## config.mk

```make
export PLATFORM = sky130hd
export DESIGN_NAME = prog_clock_divider_flat
export DESIGN_NICKNAME = d
export VERILOG_FILES = /design/src/rtl/prog_clock_divider_if.sv /design/src/rtl/prog_clock_divider.sv /design/src/flat_wrapper.sv
export SDC_FILE = /design/constraint.sdc
export NUM_CORES = 1
export LEC_CHECK = 0
export BUFFER_PORTS_ARGS = -buffer_cell sky130_fd_sc_hd__buf_2
export CORE_ASPECT_RATIO = 0.7
export CORE_MARGIN = 3
export CORE_UTILIZATION = 61
export DETAILED_ROUTE_END_ITERATION = 12
export GPL_TIMING_DRIVEN = 0
export PLACE_DENSITY = 0.95
export REMOVE_ABC_BUFFERS = 1
export SLEW_MARGIN = 20
export SYNTH_ARGS = -nofsm -noshare
export SYNTH_HDL_FRONTEND = slang
export SYNTH_SLANG_ARGS = --single-unit
```

## constraint.sdc

```tcl
create_clock -name clk_in -period 5.6 [get_ports clk_in]
set_input_delay 1.12 -clock clk_in [delete_from_list [all_inputs] [get_ports clk_in]]
set_output_delay 1.12 -clock clk_in [all_outputs]
set_load 0.01 [all_outputs]
```

## src/rtl/prog_clock_divider_if.sv

```systemverilog
// prog_clock_divider_if: control and status bundle for prog_clock_divider.
// The sync strobe exists only when PHASE_SYNC_EN is defined.
interface prog_clock_divider_if #(parameter int WIDTH = 17);
    logic             ena;
    logic [WIDTH-1:0] div_in;
    logic             div_load;
`ifdef PHASE_SYNC_EN
    logic             sync;
`endif
    logic             clk_out;
    logic             tick_out;
    logic [WIDTH-1:0] div_active;
    logic             load_pending;
    logic             div_err;
`ifdef PHASE_SYNC_EN
    modport master(output ena, div_in, div_load, sync,
                   input clk_out, tick_out, div_active, load_pending, div_err);
    modport slave(input ena, div_in, div_load, sync,
                  output clk_out, tick_out, div_active, load_pending, div_err);
`else
    modport master(output ena, div_in, div_load,
                   input clk_out, tick_out, div_active, load_pending, div_err);
    modport slave(input ena, div_in, div_load,
                  output clk_out, tick_out, div_active, load_pending, div_err);
`endif
endinterface

```

## src/rtl/prog_clock_divider.sv

```systemverilog
// prog_clock_divider: runtime-programmable divider with shadowed divisor, square clk_out and tick strobe.
// Optional phase realignment via the sync strobe when PHASE_SYNC_EN is defined.
module prog_clock_divider #(
    parameter int WIDTH       = 17,
    parameter int DIV_DEFAULT = 10000
) (
    input logic                  clk_in,
    input logic                  res,
    prog_clock_divider_if.slave  bus
);
    logic [WIDTH-1:0] cnt_q, cnt_d;
    logic [WIDTH-1:0] act_q, act_d;
    logic [WIDTH-1:0] shadow_q, shadow_d;
    logic             clk_q, clk_d;
    logic             tick_q, tick_d;
    logic             pend_q, pend_d;
    logic             err_q, err_d;
    logic             term;
    logic             load_ok;
    logic             realign;

    assign term    = bus.ena && (cnt_q == act_q - WIDTH'(1));
    assign load_ok = bus.div_load && (bus.div_in >= WIDTH'(2));
`ifdef PHASE_SYNC_EN
    assign realign = bus.sync;
`else
    assign realign = 1'b0;
`endif

    // Pending divisor is consumed at a period boundary (or a realign), before this cycle's load lands.
    always_comb begin
        cnt_d    = realign ? '0 : !bus.ena ? cnt_q : term ? '0 : cnt_q + WIDTH'(1);
        clk_d    = realign ? 1'b0 : term ? ~clk_q : clk_q;
        tick_d   = !realign && term;
        act_d    = ((realign || term) && pend_q) ? shadow_q : act_q;
        pend_d   = load_ok ? 1'b1 : (realign || term) ? 1'b0 : pend_q;
        shadow_d = load_ok ? bus.div_in : shadow_q;
        err_d    = bus.div_load ? !load_ok : err_q;
    end

    always_ff @(posedge clk_in) begin
        if (!res) begin
            cnt_q    <= '0;
            clk_q    <= 1'b0;
            tick_q   <= 1'b0;
            act_q    <= WIDTH'(DIV_DEFAULT);
            shadow_q <= WIDTH'(DIV_DEFAULT);
            pend_q   <= 1'b0;
            err_q    <= 1'b0;
        end else begin
            cnt_q    <= cnt_d;
            clk_q    <= clk_d;
            tick_q   <= tick_d;
            act_q    <= act_d;
            shadow_q <= shadow_d;
            pend_q   <= pend_d;
            err_q    <= err_d;
        end
    end

    assign bus.clk_out      = clk_q;
    assign bus.tick_out     = tick_q;
    assign bus.div_active   = act_q;
    assign bus.load_pending = pend_q;
    assign bus.div_err      = err_q;
endmodule

```

## src/flat_wrapper.sv

```systemverilog
// flat-port wrapper written by rule: the top's interface ports become plain ports
module prog_clock_divider_flat 
#(
    parameter int WIDTH       = 17,
    parameter int DIV_DEFAULT = 10000
)
  (clk_in, res, bus_ena, bus_div_in, bus_div_load, bus_clk_out, bus_tick_out, bus_div_active, bus_load_pending, bus_div_err);
  prog_clock_divider_if #(.WIDTH(WIDTH)) bus_i ();
  input logic clk_in;
  input logic res;
  input wire logic [$bits(bus_i.ena)-1:0] bus_ena;
  input wire logic [$bits(bus_i.div_in)-1:0] bus_div_in;
  input wire logic [$bits(bus_i.div_load)-1:0] bus_div_load;
  output wire logic [$bits(bus_i.clk_out)-1:0] bus_clk_out;
  output wire logic [$bits(bus_i.tick_out)-1:0] bus_tick_out;
  output wire logic [$bits(bus_i.div_active)-1:0] bus_div_active;
  output wire logic [$bits(bus_i.load_pending)-1:0] bus_load_pending;
  output wire logic [$bits(bus_i.div_err)-1:0] bus_div_err;
  assign bus_i.ena = bus_ena;
  assign bus_i.div_in = bus_div_in;
  assign bus_i.div_load = bus_div_load;
  assign bus_clk_out = bus_i.clk_out;
  assign bus_tick_out = bus_i.tick_out;
  assign bus_div_active = bus_i.div_active;
  assign bus_load_pending = bus_i.load_pending;
  assign bus_div_err = bus_i.div_err;
  prog_clock_divider #(.WIDTH(WIDTH), .DIV_DEFAULT(DIV_DEFAULT)) u_core (.clk_in(clk_in), .res(res), .bus(bus_i));
endmodule
```

---- Yosys cells after proc, flatten, opt, wreduce, memory -nomap -nowiden ----
Cells that the tools add are included.
cells by class
  divide/modulo/power cells ............... 0
  multiply operators ...................... 0
  add/sub/neg operators ................... 2
  bitwise operators ....................... 1
  $lt $le $gt $ge ......................... 1
  shifts and indexed selects .............. 0
  equality and inequality tests ........... 1
  multiplexer cells ....................... 3
  reductions and logical operators ........ 5
operators by type and width
  operator                 number
  $add A17 B1 Y17 const B  1
  $eq A17 B17 Y1           1
  $ge A17 B2 Y1 const B    1
  $mux W17                 1
  $sub A17 B1 Y17 const B  1
  $logic_and A1 B1 Y1      3
  $mux W1                  2
  $reduce_bool A2 Y1       1
  $logic_not A1 Y1         1
  $not A1 Y1               1
storage, ports and cells
  output and inout bits ................... 21
  latch bits .............................. 0
  input port bits ......................... 21
  bits in registers ....................... 55
  memory bits (read-only) ................. 0
  memories kept ........................... 0
  logic and storage cells ................. 20
  bits in writable memories ............... 0

---- Depth between registers and ports, before layout ----
  depth after elaboration ................. 5
  mapped depth ............................ 11
  mapped depth without buffers ............ 9

---- Least setup slack after synthesis ----
OpenSTA, ideal clock, no wires.
  path kind ............................... register to register
  from .................................... reg u_core.act_q[9], in the netlist u_core.bus.div_active[9]
  to ...................................... reg u_core.cnt_q[12]
  data required time ...................... 5.485 ns
  buffers on the path ..................... 3
  slack ................................... 2.792 ns
  arrival ................................. 2.693 ns
  cell stages (with the launch flop) ...... 11
  library setup time ...................... 0.115 ns
  period minus slack after synthesis ...... 2.808 ns
  cells stage by stage .................... dfxtp_1 > or4_1 > buf_2 > or2_0 > or4_1 > a221oi_2 > nand4_1 > buf_2 > o21ai_2 > buf_4 > nor2_1
on the way
  word-level cells in the longest chain between the ends .. 4
RTL lines
  element                 RTL line                  RTL
  from (decl)             prog_clock_divider.sv:12  logic [WIDTH-1:0] act_q, act_d;
  from (signal assigned)  prog_clock_divider.sv:46  act_q <= WIDTH'(DIV_DEFAULT);
  from (signal assigned)  prog_clock_divider.sv:54  act_q <= act_d;
  $sub A17 B1 Y17         prog_clock_divider.sv:22  assign term = bus.ena && (cnt_q == act_q - WIDTH'(1));
  $eq A17 B17 Y1          prog_clock_divider.sv:22
  $logic_and A1 B1 Y1     prog_clock_divider.sv:22
  $mux W17                prog_clock_divider.sv:32  cnt_d = realign ? '0 : !bus.ena ? cnt_q : term ? '0 : cnt_q + WIDTH'(1);
  to (signal assigned)    prog_clock_divider.sv:51  cnt_q <= cnt_d;
  to (decl)               prog_clock_divider.sv:11  logic [WIDTH-1:0] cnt_q, cnt_d;
No other way between the ends.
A chain may end at the register's enable or synchronous reset.

---- Worst setup path in the final report ----
  from .................................... reg u_core.act_q[0], in the netlist u_core.bus.div_active[0]
  to ...................................... reg u_core.cnt_q[16]
Same word-level chain as after synthesis.

==> impl_metrics.yaml <==
synth:
  synth_top_cell_by_area: "dfxtp_1"
  synth_edf_count: 0
  synth_seq_cells: 55
  yosysUniqueCellTypes: 45
  ys_seq_area_share_pct: 40.2
  yosysWarningCount: 0
  ys.flop_type: "dfxtp_1"
  synth_area_per_cell_um2: 7.99
  synthTopCellsByArea: "dfxtp_1 (40%), nand2_1 (7.0%), xor2_1 (6.7%)"
  syn_inst: 343
  yosysTopAreaCellShare_pct: 40.2
  syn-cell-area_um2: 2740
  async_reset_ff_share_pct: 0
sta:
  period_needed_ns: 4.10
  worst_pin_slew_ns: 0.825
  holdWs_ns: 0.468
  fmax_mhz: 244
  hold_viol_final: 0
  max_slew_margin_pct: 44.9
  fin_setup_tns_ns: 0
  rsz0062_at_grt: "false"
  final-max-slew-violation-count: 0
  finClkSkew_ns: 0.00595
  setup_viol: 0
  period_share_pct: 73.2
outcome:
  outcome: "finished clean"
critical_path:
  path_class: "reg2reg"
  cp-start-kind: "flip-flop"
  critical_path_required_ns: 5.79
  crit_path_end_kind: "flip-flop"
  crit_arrival_ns: 4.29
  path_max_fanout: 20
routing:
  drt-initial-drc-count: 368
  drt_wl_total_mm: 6.85
  wl_per_cell_um: 16.1
  ant_nets: 0
  drc_errors: 0
  avgViaCountPerCell: 6.24
  drtPass1Iterations: 6
  vias: 2652
power_and_ir_drop:
  vdd_drop_max_uv: 213
  power_uw: 680
  leakagePower_uw: 0.00112
  power.density_nw_per_um2: 225
clock_tree:
  root_buffer: "clkbuf_8"
  insertion_delay_ns: 0.32
  cts_buffers: 5
  cts.sinks: 55
  clk_pin_slew_ns: 0.10
  cts.path.max_buffers: 2
  hold_buffers: 0
  post_cts_buffers: 0
  ctsResizeCount: 0
  cts_tree: "yes"
  ctsHtreeMaxLevel: 2
floorplanning:
  die_h_um: 62.1
  core_area_um2: 4110
  die_area_um2: 5340
  die_x_um: 86.1
  io_pins: 42
  initial_core_util_pct: 66.6
  rows: 19
global_routing:
  grt_antenna_before_repair: 0
  first_global_vias: 2441
  grt_pass1_wl_mm: 11.4
  grt_max_degree: 25
  gr-usage-all-layers_pct: 27.6
  gr-total-overflow: 0
run:
  maxCapViolations: 0
placement:
  port_buffers: 41
  dp_hpwl_mm: 4.95
  place_inst: 417
  gp_congestion: 0.922
cells_and_area:
  n_antenna_cell: 0
  syn_to_final_growth_pct: 10.6
  layoutNonFillerInstCount: 425
  final_nets: 395
  final_util_pct: 73.7
  fillers: 315
  layout-drive-gt1-share_pct: 14.7
min_path:
  hp-class: "reg2reg"
==> path summary, 6_finish.rpt <==
check / start / to / slack [ns] / cells after the start
setup / recovery: u_core.bus.div_active[0]$_SDFFE_PN0P_ / u_core.cnt_q[16]$_SDFFE_PN0P_ / 1.50 / 9
hold / removal: u_core.shadow_q[6]$_SDFFE_PN0P_ / u_core.shadow_q[6]$_SDFFE_PN0P_ / 0.47 / 2
setup reg to reg: u_core.bus.div_active[0]$_SDFFE_PN0P_ / u_core.cnt_q[16]$_SDFFE_PN0P_ / 1.50 / 9
hold reg to reg: u_core.shadow_q[6]$_SDFFE_PN0P_ / u_core.shadow_q[6]$_SDFFE_PN0P_ / 0.47 / 2
==> area by class of cell <==
cell class              instances  area, um^2  area share, %
clock buffers                   6        82.6           2.73
multi-input cells             263        1540           50.7
well taps                      52        65.1           2.15
clock inverters                 2        16.3          0.537
flip-flops and latches         55        1100           36.3
repair buffers                 41         205           6.77
inverters                       6        22.5          0.743
==> sequential cells by signal, summed over array words and instances, names as in the netlist <==
signal                   count
u_core.bus.div_active       17
u_core.cnt_q                17
u_core.shadow_q             17
u_core.bus.clk_out           1
u_core.bus.div_err           1
u_core.bus.load_pending      1
u_core.bus.tick_out          1
==> layout by cell type, fill, tap and decap left out, types with 3 or more instances in the layout <==
master / instances
dfxtp_1: 55
nand2_1: 51
buf_2: 41
nor2_1: 31
nand3_1: 30
a21oi_1: 24
xor2_1: 21
o21ai_0: 18
xnor2_1: 14
nand4_1: 11
inv_1: 6
nor4_1: 6
clkbuf_8: 6
nand3b_1: 5
nor3_1: 5
mux2i_1: 5
or4_1: 4
o211ai_1: 4
and3_1: 3
a21boi_0: 3
==> routing by layer <==
layer / global-route usage [%] / wire length (um) / share of wire, %
met4: 9.03 / 92 / 1.3
met1: 36.4 / 2930 / 43
met5: 0 / 0 / 0
met2: 46.8 / 3260 / 48
met3: 5.14 / 572 / 8.4
==> cells in the mapped netlist, types with 2 or more instances <==
master	n
dfxtp_1	55
nand2_1	51
nor2_1	31
nand3_1	30
a21oi_1	24
xor2_1	21
o21ai_0	18
clkbuf_1	14
xnor2_1	14
nand4_1	11
inv_1	6
nor4_1	6
mux2i_1	5
nand3b_1	5
nor3_1	5
o211ai_1	4
or4_1	4
a21boi_0	3
and3_1	3
buf_2	3
and4_1	2
ha_1	2
nand2b_1	2
o2111ai_1	2
or3_1	2
==> power by group <==
group / leakage, uW / total (uW) / internal, uW / switching (uW)
Clock: 0.0000474 / 237 / 101 / 136
Combinational: 0.000621 / 36.4 / 13.7 / 22.7
Sequential: 0.000448 / 407 / 400 / 6.52
Total: 0.00112 / 680 / 515 / 165
==> critical path, cell delays in order, from the launching register on <==
cell	delay, ns
dfxtp_1	0.38
inv_1	0.08
ha_1	0.26
nor4b_2	0.58
nand2_1	0.20
or4_1	0.52
a221oi_2	0.31
nand4_1	0.69
o21ai_2	0.81
nor2_1	0.12
==> per-stage QoR <==
stage	area, um^2	setup WS [ns]
5_1_grt	3030	1.12
6_report	3030	1.50
2_1_floorplan	2660	2.47
3_5_place_dp	2930	1.60
4_1_cts	3030	1.57
3_3_place_gp	2930	1.86
==> cells by family after synthesis <==
family,after synthesis,synth area share [%]
adder cells (fa/ha/maj),2,0.913
multiplexers,5,1.83
AO/OA/AOI/OAI,62,13.8
buffers and inverters,25,3.70
AND/OR/NAND/NOR,159,28.4
flip-flops,55,40.2
XOR/XNOR,35,11.2
No activity file was read; power rests on OpenSTA's default activity.
